`config.mk`:
```
export PLATFORM = sky130hd
export DESIGN_NAME = mem_port_arbiter
export DESIGN_NICKNAME = d
export VERILOG_FILES = /design/src/rtl/mem_port_arbiter.sv
export SDC_FILE = /design/constraint.sdc
export NUM_CORES = 1
export LEC_CHECK = 0
export CAP_MARGIN = 20
export CORE_MARGIN = 3
export CORE_UTILIZATION = 40
export CTS_CLUSTER_SIZE = 8
export DETAILED_ROUTE_END_ITERATION = 10
export HOLD_SLACK_MARGIN = 0.1
export PLACE_DENSITY = 0.82
export SYNTH_ARGS = -nofsm -noshare
export SYNTH_HDL_FRONTEND = slang
export SYNTH_SLANG_ARGS = --single-unit
```
`constraint.sdc`:
```
create_clock -name clk -period 3.7 [get_ports clk]
set_clock_uncertainty 0.15 [all_clocks]
set_input_delay 0.74 -clock clk [delete_from_list [all_inputs] [get_ports clk]]
set_output_delay 0.74 -clock clk [all_outputs]
set_load 0.05 [all_outputs]
```
`src/rtl/mem_port_arbiter.sv`:
```
// mem_port_arbiter
// Shares one single-port word SRAM between the IF stage (instruction reads)
// and the MEM stage (data reads/writes). A fixed-latency sequencer grants one
// requester and holds the SRAM for WAIT_CYCLES cycles. It then returns the
// result with a one-cycle ready pulse. The pipeline treats !if_ready and
// !mem_ready as a freeze.
//
// Ports
//   clk, rst            rising-edge clock, synchronous active-low reset
//   if_req/if_addr      IF instruction read request and address
//   if_cancel           discard the in-flight IF result (branch taken)
//   if_rdata/if_ready   fetched word and its one-cycle completion pulse
//   mem_rd_en/mem_wr_en MEM read / write request (both high = write)
//   mem_addr/mem_wdata  MEM address and write data
//   mem_rdata/mem_ready MEM read data and its one-cycle completion pulse
//   sram_*              registered SRAM interface (ce_n/we_n active low)
//   busy                high whenever the sequencer is not idle
module mem_port_arbiter #(
  parameter int ADDR_W      = 32,
  parameter int DATA_W      = 32,
  parameter int WAIT_CYCLES = 3
) (
  input  logic              clk,
  input  logic              rst,
  input  logic              if_req,
  input  logic [ADDR_W-1:0] if_addr,
  input  logic              if_cancel,
  output logic [DATA_W-1:0] if_rdata,
  output logic              if_ready,
  input  logic              mem_rd_en,
  input  logic              mem_wr_en,
  input  logic [ADDR_W-1:0] mem_addr,
  input  logic [DATA_W-1:0] mem_wdata,
  output logic [DATA_W-1:0] mem_rdata,
  output logic              mem_ready,
  output logic [ADDR_W-1:0] sram_addr,
  output logic [DATA_W-1:0] sram_wdata,
  output logic              sram_ce_n,
  output logic              sram_we_n,
  input  logic [DATA_W-1:0] sram_rdata,
  output logic              busy
);

  typedef enum logic [1:0] {IDLE, ACCESS, DONE} state_t;

  localparam logic [3:0] CNT_LOAD = 4'(WAIT_CYCLES - 1);

  state_t     state;
  logic [3:0] cnt;
  logic       owner_mem;
  logic       is_write;
  logic       cancel_flag;

  // Single sequencer. Every output is a register, updated together with the state.
  // A cancel seen on the final ACCESS edge must also suppress the IF result.
  // That is why the live if_cancel is ORed with cancel_flag at completion.
  always_ff @(posedge clk) begin
    if (!rst) begin
      state       <= IDLE;
      cnt         <= 4'd0;
      owner_mem   <= 1'b0;
      is_write    <= 1'b0;
      cancel_flag <= 1'b0;
      if_ready    <= 1'b0;
      mem_ready   <= 1'b0;
      if_rdata    <= '0;
      mem_rdata   <= '0;
      sram_addr   <= '0;
      sram_wdata  <= '0;
      sram_ce_n   <= 1'b1;
      sram_we_n   <= 1'b1;
      busy        <= 1'b0;
    end else begin
      case (state)
        IDLE: begin
          if_ready  <= 1'b0;
          mem_ready <= 1'b0;
          if (mem_rd_en || mem_wr_en) begin
            owner_mem   <= 1'b1;
            is_write    <= mem_wr_en;
            sram_addr   <= mem_addr;
            if (mem_wr_en)
              sram_wdata <= mem_wdata;
            sram_ce_n   <= 1'b0;
            sram_we_n   <= ~mem_wr_en;
            cnt         <= CNT_LOAD;
            cancel_flag <= 1'b0;
            state       <= ACCESS;
            busy        <= 1'b1;
          end else if (if_req) begin
            owner_mem   <= 1'b0;
            is_write    <= 1'b0;
            sram_addr   <= if_addr;
            sram_ce_n   <= 1'b0;
            sram_we_n   <= 1'b1;
            cnt         <= CNT_LOAD;
            cancel_flag <= if_cancel;
            state       <= ACCESS;
            busy        <= 1'b1;
          end
        end

        ACCESS: begin
          if (!owner_mem && if_cancel)
            cancel_flag <= 1'b1;
          if (cnt != 4'd0) begin
            cnt <= cnt - 4'd1;
          end else begin
            sram_ce_n <= 1'b1;
            sram_we_n <= 1'b1;
            if (owner_mem) begin
              if (!is_write)
                mem_rdata <= sram_rdata;
              mem_ready <= 1'b1;
            end else if (!(cancel_flag || if_cancel)) begin
              if_rdata <= sram_rdata;
              if_ready <= 1'b1;
            end
            state <= DONE;
          end
        end

        // No grant here, so a request still held during the ready cycle is not served twice.
        DONE: begin
          if_ready  <= 1'b0;
          mem_ready <= 1'b0;
          state     <= IDLE;
          busy      <= 1'b0;
        end

        default: begin
          state <= IDLE;
          busy  <= 1'b0;
        end
      endcase
    end
  end

endmodule

```
==> results.toml <==
[outcome]
outcome = "completed"

[clock_tree]
worstSkewPairLatency_ps = 410
clkTransAtPathRegs_ps = 60
cts_buffer_depth = 2
cts_hold_buffers = 0
root_buffer = "clkbuf_16"
post_cts_resized = 0
cts_tree = "built"
clock_sinks = 142
post_cts_buffers = 0
cts_inserted_buffers = 17
h-tree-depth = 4

[cells_and_area]
drive_above_1_share_pct = 6.79
n_antenna_cell = 0
fillCellCount = 1114
final_net_count = 1022
multi_input_area_um2 = 2560
final_common_cell = "clkdlybuf4s50_1"
most-common-layout-cells = "265 x clkdlybuf4s50_1, 197 x nand2_1, 142 x dfxtp_1, 65 x a21oi_1, 64 x mux2i_1"
ff_latch_area_um2 = 2840
area_growth_pct = 57.6

[worst_setup_path]
path_class = "in2reg"
r2r-start = "state[0]"
start_kind = "input port"
reg2reg_slack_ps = 1610
arrival_ps = 2700
r2r_end = "sram_addr[3]"
endpoint_kind = "flip-flop"
critPathRequiredTime_ps = 3860
cp_max_fo = 24
worst_r2r_path_depth = 3

[timing]
period_needed_ps = 2540
slew_headroom_pct = 40.1
rsz0062_at_grt = "no"
max_slew.worst_pin.slew_ps = 897
min_period_over_period_pct = 68.6
tns_ps = 0
finalWorstSetupSlack_ps = 1160
fmax_mhz = 394
slew_violations = 0
setup_viol = 0
finalHoldViolCount = 0

[run]
cap_violations = 0

[place]
dp_slack_ps = 745
globalplace.congestion = 0.847
dp.final_hpwl_um = 11900
portBuffers = 266

[synth]
yosysWarnings = 0
syn_area_um2 = 5720
synthDistinctLibCells = 40
synth_seq_cells = 142
synth_flop_cell = "dfxtp_1"
avgSynthCellArea_um2 = 8.87
async_flop_share_pct = 0
syn_inst = 645
synth-edff-count = 0
synth_nets = 781
ys_seq_area_share_pct = 49.7

[hold_path]
hold_class = "reg2reg"
min_path_cells = 2
worstHoldStart = "sram_wdata[9]"
holdPathEnd = "sram_wdata[9]"

[global_routing]
antenna_found_initial = 0
grt_start_max_net_pins = 78
grt.total_usage_pct = 21.8
grt_pass1_wl_um = 27900
grt_pass1_vias = 5396
grt_overflow = 0

[detailed_routing]
vias_per_cell = 5.09
drc_errors = 0
routed_wl_um = 17500
drt_first_iter_violations = 277
first_pass_iters = 4
wl_per_cell_um = 16.3
vias = 5483
antenna_left = 0

[floorplanning]
std_cell_rows = 43
core_um2 = 13900
dieHeight_um = 126
die_x_um = 126
start_util_pct = 41.1
dieArea_um2 = 15800
pin_count = 267

[power_and_ir_drop]
p_per_area_nw_per_um2 = 523
peakVddDrop_mv = 0.301
leakage_uw = 0.00365
-- sequential cells by signal, indices dropped and copies added, names as in the netlist --
| signal | cells |
|---|---|
| if_rdata | 32 |
| mem_rdata | 32 |
| sram_addr | 32 |
| sram_wdata | 32 |
| cnt | 4 |
| state | 2 |
| busy | 1 |
| cancel_flag | 1 |
| if_ready | 1 |
| is_write | 1 |
| mem_ready | 1 |
| owner_mem | 1 |
| sram_ce_n | 1 |
| sram_we_n | 1 |
-- worst max path at each step --
stage	end	slack (ps)	depth (start not counted)	start
2_1_floorplan	sram_addr[6]	1720	6	mem_rd_en
3_3_place_gp	sram_we_n	770	4	mem_wr_en
3_5_place_dp	sram_we_n	740	4	mem_wr_en
4_1_cts	sram_addr[0]	1160	1	sram_addr[0]
5_1_grt	sram_addr[11]	1040	5	mem_rd_en
6_report	sram_addr[3]	1160	5	mem_rd_en
-- routing by layer --
| layer | vias to the layer above | track usage [%] | wire [um] |
|---|---|---|---|
| li1 | 2704 | - | - |
| met1 | 2536 | 25.0 | 7030 |
| met2 | 219 | 37.1 | 8360 |
| met3 | 24 | 9.40 | 1830 |
| met4 | 0 | 6.51 | 318 |
| met5 | - | 0 | 0 |
-- final cells by class --
cell class                      instances  area share, %
Clock buffer                           22           5.48
Clock inverter                          9           1.21
Inverter                                5          0.208
Multi-Input combinational cell        443           28.4
Sequential cell                       142           31.5
Tap cell                              180           2.50
Timing Repair Buffer                  277           30.6
-- critical path: stages --
cell and delay [ps]:
clkdlybuf4s50_1 700, or3_1 430, buf_4 380, a21oi_1 140
a311oi_1 300
-- where the power goes --
part / switching [uW] / internal [uW]
combinational: 769 / 477
sequential: 83.8 / 1660
clock: 645 / 1080
-- metrics by stage --
stage               hold WS [ps]  total power, uW  instances  util (%)  instance area [um2]
global route                 324             4910       1078      64.7                 9020
global placement             291             3000       1046      60.2                 8390
finish                       302             4710       1078      64.7                 9020
floorplan                    298             2560        645         -                 5720
detailed placement           296             3020       1046      60.2                 8390
CTS                          304             4750       1077      64.5                 8990
-- synth_stat cells (3+ instances only) --
| library cell | count | share of area [%] |
|---|---|---|
| nand2_1 | 197 | 13 |
| dfxtp_1 | 142 | 50 |
| a21oi_1 | 65 | 5.7 |
| mux2i_1 | 64 | 11 |
| o21ai_0 | 37 | 3.2 |
| a311oi_1 | 32 | 4.9 |
| clkbuf_1 | 23 | 1.5 |
| buf_2 | 21 | 1.8 |
| buf_6 | 8 | 1.6 |
| a21oi_2 | 5 | 0.77 |
| nor2_1 | 5 | 0.33 |
| inv_1 | 4 | 0.26 |
| nor2b_1 | 4 | 0.44 |
| nand3_1 | 3 | 0.26 |
| nor2_4 | 3 | 0.59 |
-- cells by family after synthesis --
kind of cell               synth area share, %
and+or+nand+nor                           17.0
AOI/OAI and AO/OA                         16.1
buffers and inverters                     5.58
muxes                                     11.2
adders and majority gates                0.437
DFF                                       49.7
(Power assumes the default switching activity.)
